<file path="src/rtl/cdb_arbiter.sv">
// rtl/cdb_arbiter.sv - round-robin result-broadcast arbiter feeding the reservation stations
// Optional zero-tag checking is enabled by defining CDB_ID_CHECK_EN.
module cdb_arbiter #(
    parameter int SOURCES     = 4,
    parameter int RS_ID_WIDTH = 5,
    parameter int DATA_WIDTH  = 32
) (
    input  logic                                  clk,
    input  logic                                  rst,
    input  logic [0:SOURCES-1]                    src_valid,
    output logic [0:SOURCES-1]                    src_ready,
    input  logic [0:SOURCES-1][0:RS_ID_WIDTH-1]   src_rs_id,
    input  logic [0:SOURCES-1][0:DATA_WIDTH-1]    src_value,
    output logic                                  operand_valid,
    output logic [RS_ID_WIDTH-1:0]                update_op_rs_id_out,
    output logic [DATA_WIDTH-1:0]                 update_op_value_out,
    output logic                                  id_error
);

    localparam int PW = (SOURCES > 1) ? $clog2(SOURCES) : 1;

    logic [PW-1:0]          rr_ptr_q, rr_ptr_d;
    logic                   valid_q, valid_d;
    logic [RS_ID_WIDTH-1:0] tag_q, tag_d;
    logic [DATA_WIDTH-1:0]  value_q, value_d;

    logic                   grant_found;
    logic [PW-1:0]          grant_idx;
    logic [PW-1:0]          cand;
    logic                   xfer;
    logic [RS_ID_WIDTH-1:0] win_id;
    logic [DATA_WIDTH-1:0]  win_value;
    logic                   do_broadcast;

    // Scan starting at rr_ptr; the first valid source in rotation order wins.
    always_comb begin
        grant_found = 1'b0;
        grant_idx   = '0;
        cand        = '0;
        for (int k = 0; k < SOURCES; k++) begin
            cand = PW'((int'(rr_ptr_q) + k) % SOURCES);
            if (!grant_found && src_valid[cand]) begin
                grant_found = 1'b1;
                grant_idx   = cand;
            end
        end
    end

    always_comb begin
        src_ready = '0;
        for (int i = 0; i < SOURCES; i++) begin
            src_ready[i] = rst && grant_found && (grant_idx == PW'(i));
        end
    end

    assign xfer      = rst && grant_found;
    assign win_id    = src_rs_id[grant_idx];
    assign win_value = src_value[grant_idx];

`ifdef CDB_ID_CHECK_EN
    logic id_error_q, id_error_d;
    logic win_zero;

    assign win_zero     = (win_id == '0);
    assign do_broadcast = xfer && !win_zero;

    always_comb begin
        id_error_d = id_error_q | (xfer && win_zero);
    end

    always_ff @(posedge clk or negedge rst) begin
        if (!rst) begin
            id_error_q <= 1'b0;
        end else begin
            id_error_q <= id_error_d;
        end
    end

    assign id_error = id_error_q;
`else
    assign do_broadcast = xfer;
    assign id_error     = 1'b0;
`endif

    always_comb begin
        rr_ptr_d = rr_ptr_q;
        valid_d  = do_broadcast;
        tag_d    = tag_q;
        value_d  = value_q;
        if (xfer) begin
            rr_ptr_d = (grant_idx == PW'(SOURCES - 1)) ? '0 : grant_idx + 1'b1;
        end
        // Tag/value hold their last broadcast when nothing (legal) is sent.
        if (do_broadcast) begin
            tag_d   = win_id;
            value_d = win_value;
        end
    end

    always_ff @(posedge clk or negedge rst) begin
        if (!rst) begin
            rr_ptr_q <= '0;
            valid_q  <= 1'b0;
            tag_q    <= '0;
            value_q  <= '0;
        end else begin
            rr_ptr_q <= rr_ptr_d;
            valid_q  <= valid_d;
            tag_q    <= tag_d;
            value_q  <= value_d;
        end
    end

    assign operand_valid       = valid_q;
    assign update_op_rs_id_out = tag_q;
    assign update_op_value_out = value_q;

endmodule

</file>
<file path="config.mk">
export PLATFORM = sky130hd
export DESIGN_NAME = cdb_arbiter
export DESIGN_NICKNAME = d
export VERILOG_FILES = /design/src/rtl/cdb_arbiter.sv
export SDC_FILE = /design/constraint.sdc
export NUM_CORES = 1
export LEC_CHECK = 0
export BUFFER_PORTS_ARGS = -buffer_cell sky130_fd_sc_hd__clkbuf_2
export CORE_MARGIN = 2
export CORE_UTILIZATION = 25
export CTS_CLUSTER_SIZE = 12
export DETAILED_ROUTE_END_ITERATION = 8
export PLACE_DENSITY = 0.63
export SYNTH_ARGS = -nofsm -noshare
export SYNTH_HDL_FRONTEND = slang
export SYNTH_SLANG_ARGS = --single-unit
export TNS_END_PERCENT = 10
</file>
<file path="constraint.sdc">
create_clock -name clk -period 2.8 [get_ports clk]
set_clock_uncertainty 0.15 [all_clocks]
set_input_delay 0.56 -clock clk [delete_from_list [all_inputs] [get_ports clk]]
set_output_delay 0.56 -clock clk [all_outputs]
set_load 0.05 [all_outputs]
</file>
==> results of run 1 <==
[per-stage QoR]
step           setup slack [ns]  power (W)
3_3_place_gp              0.224    0.00301
2_1_floorplan           -0.0383    0.00252
4_1_cts                   0.184    0.00346
3_5_place_dp              0.186    0.00305
5_1_grt                   0.119    0.00362
6_report                  0.187    0.00340
[power groups by stage]
stage	Clock (W)	Sequential, W	Combinational (W)
final	0.000396	0.000927	0.00208
after global routing	0.000440	0.000963	0.00222
after CTS	0.000419	0.000929	0.00211
after detailed placement	0	0.000936	0.00211
after global placement	0	0.000935	0.00208
after floorplan	0	0.00168	0.000842
[placed cells by master (no fill, tap or decap), types with 2 or more instances in the layout]
cell and instances:
a21oi_1 2, clkbuf_8 6, nand2b_1 2, nor2b_1 2, clkbuf_2 195, buf_4 7, mux2i_1 74, dfrtp_1 40
nand2_1 39, o221ai_1 37, clkbuf_1 2, nor2_1 5
[cell families (layout without fill, tap and decap cells)]
logic type      count (synthesis)  in the layout
mux                            74             74
xor+xnor                        1              1
other cells                     1              1
buf+inv                        23            213
simple gates                   53             53
compound gates                 44             44
flops                          40             40
[cell type report]
cell class / count / area (um2) / area share (%)
Inverter: 2 / 7.51 / 0.203
Tap cell: 133 / 166 / 4.49
Sequential cell: 40 / 1000 / 27.0
Timing Repair Buffer: 203 / 1050 / 28.3
Multi-Input combinational cell: 173 / 1390 / 37.6
Clock buffer: 8 / 90.1 / 2.43
[sequential cells by signal, summed over array words and instances (netlist names)]
| signal | flops |
|---|---|
| operand_valid | 1 |
| update_op_value_out | 32 |
| rr_ptr_q | 2 |
| update_op_rs_id_out | 5 |
[layer usage]
metal  wire, um  global-route usage, %  up-vias
met5          0                      0        -
met4        118                   4.25        0
met3        630                   4.47       10
met2       3680                   26.0      127
met1       3030                   15.7     1150
li1           -                      -     1264
[worst max-delay path, delay by kind of cell]
family,cells,cell delay (ns)
AOI/OAI and AO/OA,2,0.53
and+or+nand+nor,3,0.43
buffers and inverters,2,0.39
[final timing paths]
| path | slack [ns] | to | startpoint | cells past startpoint |
|---|---|---|---|---|
| max | 0.19 | src_ready[1] | src_valid[2] | 7 |
| min | 0.26 | update_op_rs_id_out[1] | rst | 2 |
| max reg2reg | 0.53 | update_op_value_out[22] | rr_ptr_q[0] | 6 |
| min reg2reg | 0.34 | update_op_value_out[17] | update_op_value_out[17] | 2 |
| max in group asynchronous | 1.87 | update_op_value_out[20] | rst | 2 |
| min in group clk | 0.34 | update_op_value_out[17] | update_op_value_out[17] | 2 |
==> impl_metrics.yaml, run 1 <==
status:
  status: "finished clean"
synth:
  synth_xor_xnor_area_share_pct: 0.353
  yosys.area_share.simple_pct: 8.88
  synth.area.mux_share_pct: 29.9
  synth.area.top_cells: "dfrtp_1 40%, mux2i_1 30%, o221ai_1 13%"
  synth_edf_count: 0
  netlist_instances: 236
  synth_top_family_by_area: "multiplexers"
  synthAdderAreaFrac_pct: 0
  synth_area_mm2: 0.00248
  syn_avg_cell_area_um2: 10.5
  syn_nets: 390
  ys_seq_area_share_pct: 40.4
  synth_compound_area_share_pct: 15.6
  yosysTopAreaCell: "dfrtp_1"
  synth-seq-cells: 40
  synth_common_cells: "74 x mux2i_1, 40 x dfrtp_1, 39 x nand2_1"
  ys_types: 26
  ys_warn_count: 0
  async_flop_share_pct: 100
  synthFlopType: "dfrtp_1"
  synthMostInstantiatedCell: "mux2i_1"
  synth_top_area_share_pct: 40.4
final_layout:
  nets: 579
  diodes: 0
  final_util_pct: 38.3
  final_layout_size_suffix_gt1_share_pct: 50.5
  stdcell_count: 559
  syn_to_final_growth_pct: 49.4
  fillCellCount: 956
  postLayoutCellArea_mm2: 0.00371
floorplan:
  start_util_pct: 25.6
  num_rows: 36
  dieArea_mm2: 0.0107
  chipHeight_um: 104
  die-width_um: 104
  io_pins: 197
  coreArea_mm2: 0.00968
drt:
  firstDrtPassIters: 4
  ant_nets: 0
  drt_iter0_markers: 80
  wire_per_inst_um: 13.3
  drc_errors: 0
  via_count: 2551
  avgViaCountPerCell: 4.56
  routed_wirelength_um: 7460
critical_path:
  critPathLaunchType: "input port"
  crit_arrival_ns: 1.90
  cp_max_fo: 6
  end_kind: "primary output"
  path_cells: "clkbuf_2 > nor2b_1 > a21o_1 > a211o_4 > nor2_1 > and2_1 > clkbuf_2"
  cp.required_ns: 2.09
  slowest_stage: "a211o_4"
  critPathKind: "input port to primary output"
  path_common_cell: "clkbuf_2"
  crit_path_max_incr_delay_ns: 0.36
job:
  max-cap-violations: 0
clock_tree:
  cts_resized: 0
  cts_hold_buf: 0
  cts_sinks: 40
  cts_tree: "yes"
  cts_setup_buffers: 0
  cts_buffer_depth: 2
  clk_latency_ns: 0.28
  htree_levels: 2
  cts.clk_slew.worst_paths_ns: 0.08
  numCtsBuffers: 5
  cts-root-buf: "clkbuf_8"
global_routing:
  grt_usage_pct: 14.2
  grt_pass1_wl_um: 12500
  overflow: 0
  grt_max_degree: 49
  antenna_found_initial: 0
  grt_pass1_vias: 2672
placement:
  numPlacedInstances: 551
  gp_routability_congestion: 0.752
  place_area_mm2: 0.00362
  dp_hpwl_um: 5810
  port_buffers: 195
timing:
  relSlewSlack_pct: 48.5
  finalSetupViolations: 0
  finalCriticalPeriod_ns: 2.61
  period_share_pct: 93.3
  finalMaxSlewViolations: 0
  grt_setup_unrepaired: "false"
  tns_ns: 0
  worst_pin_slew_ns: 0.772
  hold_ws_ns: 0.257
  hold_violations: 0
  max_freq_mhz: 383
power:
  leakage_nw: 2.07
  pwr-share-comb_pct: 61.1
  clkPwrFrac_pct: 11.6
  vdd_ir_drop_max_mv: 0.341
  internal_power_w: 0.00166
  p_switching_w: 0.00174
  sequentialPowerShare_pct: 27.2
  switching_share_pct: 51.2
  p_per_area_mw_per_mm2: 918
worst_hold_path:
  hold_path.class: "input port to async pin"
Power figures use the tool's default switching activity.
==> inputs of run 2 (changes only) <==
--- a/config.mk
+++ b/config.mk
@@ -6,11 +6,13 @@
 export NUM_CORES = 1
 export LEC_CHECK = 0
 export BUFFER_PORTS_ARGS = -buffer_cell sky130_fd_sc_hd__clkbuf_2
+export CELL_PAD_IN_SITES_DETAIL_PLACEMENT = 0
+export CELL_PAD_IN_SITES_GLOBAL_PLACEMENT = 1
 export CORE_MARGIN = 2
 export CORE_UTILIZATION = 25
 export CTS_CLUSTER_SIZE = 12
 export DETAILED_ROUTE_END_ITERATION = 8
-export PLACE_DENSITY = 0.63
+export PLACE_DENSITY = 0.82
 export SYNTH_ARGS = -nofsm -noshare
 export SYNTH_HDL_FRONTEND = slang
 export SYNTH_SLANG_ARGS = --single-unit
==> constraint.sdc (replaced) <==
create_clock -name clk -period 3.3 [get_ports clk]
set_clock_uncertainty 0.15 [all_clocks]
set_input_delay 0.66 -clock clk [delete_from_list [all_inputs] [get_ports clk]]
set_output_delay 0.66 -clock clk [all_outputs]
set_load 0.05 [all_outputs]
==> run 2 against run 1 <==
Against the previous run:
- routed wire length rose by 1.6%
- largest power group unchanged
- combinational power fell by 15%
- clock-buffer cell count fell by 3
- power fell by 16%
- critical endpoint is now src_ready[0]
- core utilization fell by 0.41 points
- cell area fell by 1.1%
- final cell count fell by 0.89%
==> impl_metrics.yaml, run 2 (same netlist as run 1, synthesis figures left out) <==
global_routing:
  grt_pass1_vias: 2686
  grt_max_degree: 44
  overflow: 0
  grt_usage_pct: 14.0
  antenna_found_initial: 0
  grt_pass1_wl_um: 12500
drt:
  ant_nets: 0
  via_count: 2591
  firstDrtPassIters: 4
  wire_per_inst_um: 13.7
  drt_iter0_markers: 72
  routed_wirelength_um: 7580
  avgViaCountPerCell: 4.68
  drc_errors: 0
power:
  leakage_nw: 2.05
  switching_share_pct: 52.0
  vdd_ir_drop_max_mv: 0.284
  internal_power_w: 0.00137
  pwr-share-comb_pct: 62.0
  p_per_area_mw_per_mm2: 776
  clkPwrFrac_pct: 10.3
  sequentialPowerShare_pct: 27.7
  p_switching_w: 0.00148
floorplan:
  dieArea_mm2: 0.0107
  num_rows: 36
  io_pins: 197
  die-width_um: 104
  coreArea_mm2: 0.00968
  chipHeight_um: 104
  start_util_pct: 25.6
clock_tree:
  cts_buffer_depth: 2
  clk_latency_ns: 0.28
  cts_tree: "yes"
  cts_hold_buf: 0
  cts_setup_buffers: 0
  cts_resized: 0
  cts.clk_slew.worst_paths_ns: 0.07
  numCtsBuffers: 5
  htree_levels: 2
  cts_sinks: 40
  cts-root-buf: "clkbuf_8"
critical_path:
  slowest_stage: "o32ai_2"
  path_buf_inv: 2
  end_kind: "primary output"
  crit_start: "src_valid[1]"
  r2r-start: "rr_ptr_q[1]"
  crit_cells: 6
  path_common_cell: "clkbuf_2"
  r2r_end: "update_op_value_out[27]"
  worstRegToRegCells: 4
  reg2reg_slack_ns: 0.97
  crit_arrival_ns: 2.03
  setup.worst_path.end: "src_ready[0]"
  cp_max_fo: 7
  critPathLaunchType: "input port"
  critPathKind: "input port to primary output"
  critPathTopFamily: "compound AO/OA/AOI/OAI gates"
  crit_path_max_incr_delay_ns: 0.53
  path_cells: "clkbuf_2 > nand2b_1 > a21oi_1 > o32ai_2 > and3_1 > clkbuf_2"
  cp.required_ns: 2.49
final_layout:
  stdcell_count: 554
  diodes: 0
  mostFrequentLayoutCells: "194 x clkbuf_2, 74 x mux2i_1, 40 x dfrtp_1"
  largest_reg_flops: 32
  syn_to_final_growth_pct: 47.8
  final_common_cell: "clkbuf_2"
  nets: 577
  final_layout_size_suffix_gt1_share_pct: 50.4
  fillCellCount: 999
status:
  status: "finished clean"
timing:
  finalMaxSlewViolations: 0
  max_freq_mhz: 352
  finalSetupViolations: 0
  hold_violations: 0
  period_share_pct: 86.2
  relSlewSlack_pct: 46.8
  grt_setup_unrepaired: "false"
  tns_ns: 0
  finalCriticalPeriod_ns: 2.84
  worst_pin_slew_ns: 0.795
placement:
  port_buffers: 195
  gp_routability_congestion: 0.758
  numPlacedInstances: 549
  dp_hpwl_um: 5800
job:
  max-cap-violations: 0
worst_hold_path:
  hold_path.class: "flop to flop"
run 2: changes by cell type in the layout (fill, tap and decap cells not counted), sizes merged:
cell / change
clkbuf: -4
buf: -1
run 2: layout make-up:
class                   instances  area [um2]  share of cell area, %
clock buffers                   5        68.8                   1.88
inverters                       2        7.51                  0.205
multi-input cells             173        1390                   37.8
flip-flops and latches         40        1000                   27.3
well taps                     133         166                   4.54
repair buffers                201        1040                   28.3
run 2: routing by layer:
layer	global-route usage, %	vias up	part of all wire, %
li1	-	1258	-
met1	16.5	1229	41
met2	25.5	99	52
met3	3.65	5	6.5
met4	2.90	0	0.86
met5	0	-	0
run 2: worst min-delay path by stage:
stage                                  from  depth (start not counted)                       to  slack, ns
finish              update_op_value_out[21]                          2  update_op_value_out[21]       0.34
global route         update_op_rs_id_out[4]                          2   update_op_rs_id_out[4]       0.36
CTS                 update_op_value_out[28]                          2  update_op_value_out[28]       0.34
detailed placement  update_op_value_out[28]                          2  update_op_value_out[28]       0.32
global placement     update_op_value_out[4]                          2   update_op_value_out[4]       0.32
floorplan                               rst                          0            operand_valid       0.21
run 2: metrics by stage:
step	instance area (um2)	utilization, %	total power [W]	worst slack, ns	hold WS [ns]
2_1_floorplan	2480	-	0.00214	0.208	0.214
3_3_place_gp	3600	37.1	0.00254	0.502	0.318
3_5_place_dp	3600	37.1	0.00257	0.466	0.322
4_1_cts	3670	37.9	0.00289	0.462	0.344
5_1_grt	3670	37.9	0.00302	0.332	0.362
6_report	3670	37.9	0.00285	0.456	0.341
run 2: worst register-to-register path, delay by kind of cell, from the launching register on:
kind	cells	cell delay, ns
AOI/OAI and AO/OA	3	1.02
and+or+nand+nor	1	0.60
DFF	1	0.46
run 2: power groups by stage:
| stage | Clock [W] | Combinational, W | Sequential [W] |
|---|---|---|---|
| final | 0.000293 | 0.00176 | 0.000788 |
| after global routing | 0.000331 | 0.00187 | 0.000814 |
| after CTS | 0.000320 | 0.00178 | 0.000787 |
| after detailed placement | 0 | 0.00178 | 0.000793 |
| after global placement | 0 | 0.00175 | 0.000791 |
| after floorplan | 0 | 0.000710 | 0.00143 |
==> inputs of run 3 (changes only) <==
--- a/config.mk
+++ b/config.mk
@@ -9,10 +9,10 @@
 export CELL_PAD_IN_SITES_DETAIL_PLACEMENT = 0
 export CELL_PAD_IN_SITES_GLOBAL_PLACEMENT = 1
 export CORE_MARGIN = 2
-export CORE_UTILIZATION = 25
+export CORE_UTILIZATION = 30
 export CTS_CLUSTER_SIZE = 12
 export DETAILED_ROUTE_END_ITERATION = 8
-export PLACE_DENSITY = 0.82
+export PLACE_DENSITY = 0.95
 export SYNTH_ARGS = -nofsm -noshare
 export SYNTH_HDL_FRONTEND = slang
 export SYNTH_SLANG_ARGS = --single-unit
==> run 3 against run 2 <==
Against the previous run:
- routed wire length decreased by 1.4%
- via count rose by 0.39%
- sequential share of layout area about the same
- power increased by 1.7%
- highest routed layer unchanged
==> impl_metrics.yaml, run 3 (same netlist as run 1, synthesis figures left out) <==
job:
  max-cap-violations: 0
critical_path:
  worstRegToRegCells: 6
  critPathTopFamily: "buffers and inverters"
  path_cells: "clkbuf_2 > nor2b_1 > a21o_1 > a211o_4 > buf_4 > nand2_1 > nor2_1 > clkbuf_2"
  reg2reg_slack_ns: 0.87
  crit_arrival_ns: 2.17
  crit_path_max_incr_delay_ns: 0.39
  path_common_cell: "clkbuf_2"
  cp.required_ns: 2.49
  end_kind: "primary output"
  cp_max_fo: 20
  critPathLaunchType: "input port"
  critPathKind: "input port to primary output"
  r2r_end: "update_op_value_out[18]"
  r2r-start: "rr_ptr_q[0]"
  slowest_stage: "a211o_4"
  path_buf_inv: 3
final_layout:
  postLayoutCellArea_mm2: 0.00366
  syn_to_final_growth_pct: 47.8
  mostFrequentLayoutCells: "195 x clkbuf_2, 74 x mux2i_1, 40 x dfrtp_1"
  stdcell_count: 531
  final_layout_size_suffix_gt1_share_pct: 50.5
  diodes: 0
  final_common_cell: "clkbuf_2"
  largest_reg_flops: 32
  nets: 579
drt:
  drc_errors: 0
  routed_wirelength_um: 7470
  wire_per_inst_um: 14.1
  avgViaCountPerCell: 4.90
  drt_iter0_markers: 90
  ant_nets: 0
  via_count: 2601
  firstDrtPassIters: 4
global_routing:
  met2_usage_pct: 30.3
  grt_max_degree: 53
  grt_pass1_vias: 2563
  overflow: 0
  grt_usage_pct: 16.4
  grt_pass1_wl_um: 11600
  use_met3_pct: 3.67
  met1_usage_pct: 19.0
  antenna_found_initial: 0
  gr-max-usage-layer: "met2"
power:
  leakage_nw: 2.07
  vdd_ir_drop_max_mv: 0.311
  p_per_area_mw_per_mm2: 790
placement:
  place_area_mm2: 0.00357
  port_buffers: 195
  numPlacedInstances: 523
  dp_hpwl_um: 5860
  gp_routability_congestion: 0.720
clock_tree:
  cts_setup_buffers: 0
  cts_buffer_depth: 2
  cts.clk_slew.worst_paths_ns: 0.07
  numCtsBuffers: 5
  cts_hold_buf: 0
  cts_sinks: 40
  cts_tree: "yes"
  cts-root-buf: "clkbuf_8"
  clk_latency_ns: 0.28
  cts_resized: 0
  htree_levels: 2
timing:
  tns_ns: 0
  finalSetupViolations: 0
  hold_violations: 0
  finalMaxSlewViolations: 0
  worst_pin_slew_ns: 0.844
  max_freq_mhz: 336
  period_share_pct: 90.3
  grt_setup_unrepaired: "false"
  finalCriticalPeriod_ns: 2.98
  relSlewSlack_pct: 43.7
status:
  status: "finished clean"
floorplan:
  num_rows: 33
  die-width_um: 94.9
  start_util_pct: 30.5
  dieArea_mm2: 0.00901
  coreArea_mm2: 0.00813
  io_pins: 197
  chipHeight_um: 94.9
worst_hold_path:
  min_from: "update_op_value_out[3]"
  hold_path_end: "update_op_value_out[3]"
  hold_path.class: "flop to flop"
  min_path_cells: 2
run 3: changes by cell type in the layout (fill, tap and decap cells not counted), sizes merged:
cell	previous run	this run
buf	7	8
clkbuf	199	203
run 3: metal layers:
metal	part of all wire, %	vias up
met1	41	1215
li1	-	1266
met3	6.9	5
met4	0.92	0
met5	0	-
met2	51	115
run 3: stage by stage:
| stage | util (%) | setup WS (ns) | hold WS, ns | total power [W] |
|---|---|---|---|---|
| 2_1_floorplan | - | 0.208 | 0.214 | 0.00214 |
| 3_3_place_gp | 43.9 | 0.372 | 0.318 | 0.00254 |
| 3_5_place_dp | 43.9 | 0.315 | 0.326 | 0.00258 |
| 4_1_cts | 45.1 | 0.312 | 0.346 | 0.00293 |
| 5_1_grt | 45.1 | 0.210 | 0.372 | 0.00307 |
| 6_report | 45.1 | 0.320 | 0.341 | 0.00289 |
run 3: report_power, final:
| part | leakage, nW | switching [W] | internal [W] |
|---|---|---|---|
| clock | 0.0455 | 0.000163 | 0.000171 |
| sequential | 0.489 | 0.000111 | 0.000680 |
| combinational | 1.53 | 0.00121 | 0.000558 |
run 3: area by class of cell:
| type | instances | area (um2) |
|---|---|---|
| well taps | 105 | 131 |
| fillers | 784 | 4470 |
| repair buffers | 203 | 1050 |
| clock buffers | 8 | 90.1 |
| multi-input cells | 173 | 1390 |
| flip-flops and latches | 40 | 1000 |
| inverters | 2 | 7.51 |
run 3: worst max-delay path by stage:
stage                      start  cells after the start  slack, ns           end
detailed placement  src_valid[2]                      8       0.31  src_ready[2]
CTS                 src_valid[2]                      8       0.31  src_ready[2]
global placement    src_valid[2]                      8       0.37  src_ready[2]
finish              src_valid[2]                      8       0.32  src_ready[2]
floorplan           src_valid[2]                      7       0.21  src_ready[3]
global route        src_valid[1]                      8       0.21  src_ready[2]
run 3: worst min-delay path, cell delays in order, from the launching register on:
cell and delay [ns]:
dfrtp_1 0.35, nand2_1 0.05, o221ai_1 0.06
